--- src/rtl/ihp_sram_arb_pkg.sv ---
// ihp_sram_arb_pkg: shared types and default widths for the IHP SRAM port arbiter
package ihp_sram_arb_pkg;
  localparam int DEF_ADDR_W = 9;
  localparam int DEF_DATA_W = 32;
  typedef enum logic {IDLE, CLEAR} state_t;
  typedef enum logic {PORT_A, PORT_B} port_t;
endpackage

--- src/rtl/ihp_sram_rr_arb2.sv ---
// ihp_sram_rr_arb2: 2-way round-robin arbiter; grants at most one port per cycle
// Ports: UserCLK/resetn clock and async active-low reset; en gates all grants;
// req_a/req_b requests in; gnt_a/gnt_b same-cycle grants out.
module ihp_sram_rr_arb2
  import ihp_sram_arb_pkg::*;
(
  input  logic UserCLK,
  input  logic resetn,
  input  logic en,
  input  logic req_a,
  input  logic req_b,
  output logic gnt_a,
  output logic gnt_b
);
  port_t last_winner;
  always_comb begin
    gnt_a = en && req_a && (!req_b || last_winner == PORT_B);
    gnt_b = en && req_b && !gnt_a;
  end
  always_ff @(posedge UserCLK or negedge resetn)
    if (!resetn) last_winner <= PORT_B;
    else if (gnt_a) last_winner <= PORT_A;
    else if (gnt_b) last_winner <= PORT_B;
endmodule

--- src/rtl/ihp_sram_port_arbiter.sv ---
// ihp_sram_port_arbiter: shares one single-port SRAM macro between two requesters, with zero-fill clear
// Ports: UserCLK/resetn clock and async active-low reset; clear_req/clear_busy/clear_done
// clear control; a_*/b_* req/gnt request ports with rvalid/rdata return; sram_* macro pins.
module ihp_sram_port_arbiter
  import ihp_sram_arb_pkg::*;
#(
  parameter int ADDR_W = DEF_ADDR_W,
  parameter int DATA_W = DEF_DATA_W
) (
  input  logic              UserCLK,
  input  logic              resetn,
  input  logic              clear_req,
  output logic              clear_busy,
  output logic              clear_done,
  input  logic              a_req,
  input  logic              a_we,
  input  logic [ADDR_W-1:0] a_addr,
  input  logic [DATA_W-1:0] a_wdata,
  input  logic [DATA_W-1:0] a_bm,
  output logic              a_gnt,
  output logic              a_rvalid,
  output logic [DATA_W-1:0] a_rdata,
  input  logic              b_req,
  input  logic              b_we,
  input  logic [ADDR_W-1:0] b_addr,
  input  logic [DATA_W-1:0] b_wdata,
  input  logic [DATA_W-1:0] b_bm,
  output logic              b_gnt,
  output logic              b_rvalid,
  output logic [DATA_W-1:0] b_rdata,
  output logic              sram_men,
  output logic              sram_wen,
  output logic              sram_ren,
  output logic [ADDR_W-1:0] sram_addr,
  output logic [DATA_W-1:0] sram_din,
  output logic [DATA_W-1:0] sram_bm,
  input  logic [DATA_W-1:0] sram_dout
);
  state_t state, state_nxt;
  logic [ADDR_W-1:0] cnt;
  logic rd_pending;
  port_t rd_owner;
  logic [DATA_W-1:0] a_hold, b_hold;
  logic last_clear;
  assign last_clear = state == CLEAR && cnt == '1;
  ihp_sram_rr_arb2 u_arb (
    .UserCLK(UserCLK),
    .resetn (resetn),
    .en     (state == IDLE),
    .req_a  (a_req),
    .req_b  (b_req),
    .gnt_a  (a_gnt),
    .gnt_b  (b_gnt)
  );
  always_comb begin
    state_nxt = state == IDLE ? (clear_req ? CLEAR : IDLE) : (last_clear ? IDLE : CLEAR);
    clear_busy = state == CLEAR;
    a_rvalid = rd_pending && rd_owner == PORT_A;
    b_rvalid = rd_pending && rd_owner == PORT_B;
    // sram_dout is only meaningful the cycle after a read, so rdata passes it through then and holds otherwise
    a_rdata = a_rvalid ? sram_dout : a_hold;
    b_rdata = b_rvalid ? sram_dout : b_hold;
    sram_men = clear_busy || a_gnt || b_gnt;
    sram_wen = clear_busy || (a_gnt && a_we) || (b_gnt && b_we);
    sram_ren = (a_gnt && !a_we) || (b_gnt && !b_we);
    sram_addr = clear_busy ? cnt : a_gnt ? a_addr : b_gnt ? b_addr : '0;
    sram_din = clear_busy ? '0 : a_gnt ? a_wdata : b_gnt ? b_wdata : '0;
    sram_bm = clear_busy ? '1 : a_gnt ? a_bm : b_gnt ? b_bm : '0;
  end
  always_ff @(posedge UserCLK or negedge resetn)
    if (!resetn) begin
      state <= IDLE;
      cnt <= '0;
      clear_done <= 1'b0;
      rd_pending <= 1'b0;
      rd_owner <= PORT_A;
      a_hold <= '0;
      b_hold <= '0;
    end else begin
      state <= state_nxt;
      // counter wraps to 0 on the last clear write, so every clear starts at address 0
      if (clear_busy) cnt <= cnt + ADDR_W'(1);
      clear_done <= last_clear;
      rd_pending <= sram_ren;
      rd_owner <= b_gnt ? PORT_B : PORT_A;
      if (a_rvalid) a_hold <= sram_dout;
      if (b_rvalid) b_hold <= sram_dout;
    end
endmodule
--- config.mk ---
export PLATFORM = sky130hd
export DESIGN_NAME = ihp_sram_port_arbiter
export DESIGN_NICKNAME = d
export VERILOG_FILES = /design/src/rtl/ihp_sram_arb_pkg.sv /design/src/rtl/ihp_sram_rr_arb2.sv /design/src/rtl/ihp_sram_port_arbiter.sv
export SDC_FILE = /design/constraint.sdc
export NUM_CORES = 1
export LEC_CHECK = 0
export CORE_AREA = 2 2 130 132
export DETAILED_ROUTE_END_ITERATION = 6
export DIE_AREA = 0 0 132 134
export DONT_BUFFER_PORTS = 1
export PLACE_DENSITY = 0.42
export SYNTH_ARGS = -nofsm -noshare
export SYNTH_HDL_FRONTEND = slang
export SYNTH_SLANG_ARGS = --single-unit
--- constraint.sdc ---
create_clock -name UserCLK -period 4.7 [get_ports UserCLK]
set_clock_uncertainty 0.2 [all_clocks]
set_input_delay 0.94 -clock UserCLK [delete_from_list [all_inputs] [get_ports UserCLK]]
set_output_delay 0.94 -clock UserCLK [all_outputs]
set_load 0.02 [all_outputs]
==> flow_summary.toml <==
[outcome]
status = "completed"

[placement]
gp_congestion = 0.794
io_buffers = 0
placed_area_um2 = 4040
hpwlAfterDp_um = 10700

[critical_path]
worstPathArrival_ps = 2880
critical_path.max_stage_delay_ps = 710
path_class = "in2out"
startpoint_type = "primary input"
worst-path-max-fanout = 40
path_delay_family = "simple AND/OR/NAND/NOR gates"
cpMaxStageDelayCell = "and2_2"
cp-end-kind = "output port"
cp_cell_sequence = "nor2b_1 > and2_2 > buf_4 > a22o_1"
critical_path_buf_inv_count = 1
required_ps = 3560

[global_route]
grt.overflow.total = 0
grt_usage = 0.147
antenna_found_initial = 2
grt_pass1_wl_um = 19000
grt_pass1_vias = 2696
grt_max_degree = 79

[min_path]
min_path_type = "in2async"

[floorplan]
dieArea_um2 = 17700
die_y_um = 134
core_area_um2 = 16300
num_io_pins = 331
die_x_um = 132
core.rowCount = 47
initial_core_util = 0.240

[synth]
syn_nets = 489
async_flop_share = 1.00
synth_area_leaders = "dfrtp_1 49%, mux2_1 18%, a221o_1 10%"
synth_most_common_cell = "dfrtp_1"
synth-seq-area-share = 0.500
synth-main-ff-cell = "dfrtp_1"
syn_area_per_cell_um2 = 12.9
yosys_warnings = 0
syn_inst = 302
synth_area_um2 = 3910
synth_top_cell_area_share = 0.493
synth_cell_types = 29
ys_ff_latch = 78
yosys-top-cells-count = "77 x dfrtp_1, 63 x mux2_1, 39 x a221o_1"
yosysTopAreaCell = "dfrtp_1"
synth_enable_flop_cells = 0

[drt]
wirelength_um = 13400
postRouteAntennaNets = 0
num_vias = 2663
wl_per_cell_um = 26.2
drt_pass1_iterations = 4
route.detailed.drc = 0
dr.first_iter.drc_count = 66
viasPerCell = 5.18

[clock_tree]
clkLatencyLatePin_ps = 330
holdBufCountCts = 0
clk_pin_slew_ps = 60
clockBufferDepth = 2
cts_inserted_buffers = 9
cts-root-buf = "clkbuf_16"
tritoncts = "done"
htree_levels = 3
cts_resized = 0
post_cts_buffers = 0
cts_sinks = 78

[timing]
tns_ps = 0
rsz0062_at_grt = "no"
finalSetupViolations = 0
max_slew.worst_pin.slew_ps = 970
fmax_mhz = 249
drv_slew = 0
whs_ps = 104
post-route-min-period_ps = 4020
period_share = 0.856
hold_viol = 0
slew_headroom = 0.353

[job]
cap_violations = 0

[power]
leakage_nw = 1.81
finalPower_mw = 1.82
p_per_area_nw_per_um2 = 420
ir_drop_mv = 0.144

[final_layout]
stdcell_area_um2 = 4340
nets = 475
area_growth_pct = 11.1
postLayoutCoreUtil = 0.267
drive_gt1_frac = 0.102
layout by cell type, fill, tap and decap left out, types with 4 or more instances in the layout:
cell type / instances
dfrtp_1: 76
mux2_1: 63
a221o_1: 39
a22o_1: 33
clkbuf_16: 9
and3_1: 8
nand2_1: 7
inv_1: 6
buf_4: 6
nand4_1: 4
xnor2_1: 4
layer usage:
layer / track usage / wire [um]
met1: 0.141 / 4300
met2: 0.242 / 6630
met3: 0.104 / 2080
met4: 0.0604 / 422
met5: 0 / 13
flip-flops by register name, indices dropped and copies added (netlist names):
signal / flops
clear_done: 1
rd_pending: 1
cnt: 9
u_arb.last_winner: 1
rd_owner: 1
b_hold: 32
clear_busy: 1
a_hold: 32
worst register-to-register path: cells and delay by family, from the launching register on:
family | cells | cell delay (ps)
AO/OA/AOI/OAI | 1 | 420
flip-flops | 1 | 400
buffers and inverters | 1 | 310
AND/OR/NAND/NOR | 1 | 880
report_power, final:
group | switching, mW | total (mW) | internal [mW] | leakage [nW]
logic | 0.210 | 0.303 | 0.0933 | 0.746
clock network | 0.269 | 0.692 | 0.423 | 0.148
registers | 0.0599 | 0.828 | 0.768 | 0.918
worst paths after layout:
path	from	to	slack, ps	depth (start not counted)
worst max-delay path	a_req	sram_din[22]	680	4
max in group asynchronous	resetn	u_arb.last_winner$_DFFE_PN1P_	4010	0
min in group UserCLK	u_arb.last_winner$_DFFE_PN1P_	u_arb.last_winner$_DFFE_PN1P_	280	2
worst max register to register	clear_busy$_DFF_PN0_	rd_pending$_DFF_PN0_	2380	3
worst min register to register	u_arb.last_winner$_DFFE_PN1P_	u_arb.last_winner$_DFFE_PN1P_	280	2
worst min-delay path	resetn	cnt[6]$_DFFE_PN0P_	100	0
layout make-up:
type                            count  area (um2)
Fill cell                        1677       11900
Inverter                            6        22.5
Multi-Input combinational cell    187        1740
Clock buffer                       10         239
Timing Repair Buffer                6        45.0
Antenna cell                        1        2.50
Sequential cell                    78        1950
Clock inverter                      6        61.3
Tap cell                          220         275
cell families after synthesis:
group | count (synthesis) | share of synthesized area
buffers and inverters | 37 | 0.0557
muxes | 67 | 0.193
DFF | 78 | 0.500
and+or+nand+nor | 33 | 0.0461
AOI/OAI and AO/OA | 78 | 0.184
adders and majority gates | 2 | 0.00640
xor gates and xnor gates | 7 | 0.0157
stage by stage:
step	worst slack (ps)	instances
floorplan	1470	302
global placement	845	497
detailed placement	720	497
CTS	712	513
global route	542	514
finish	676	514
Power figures use the tool's default switching activity.
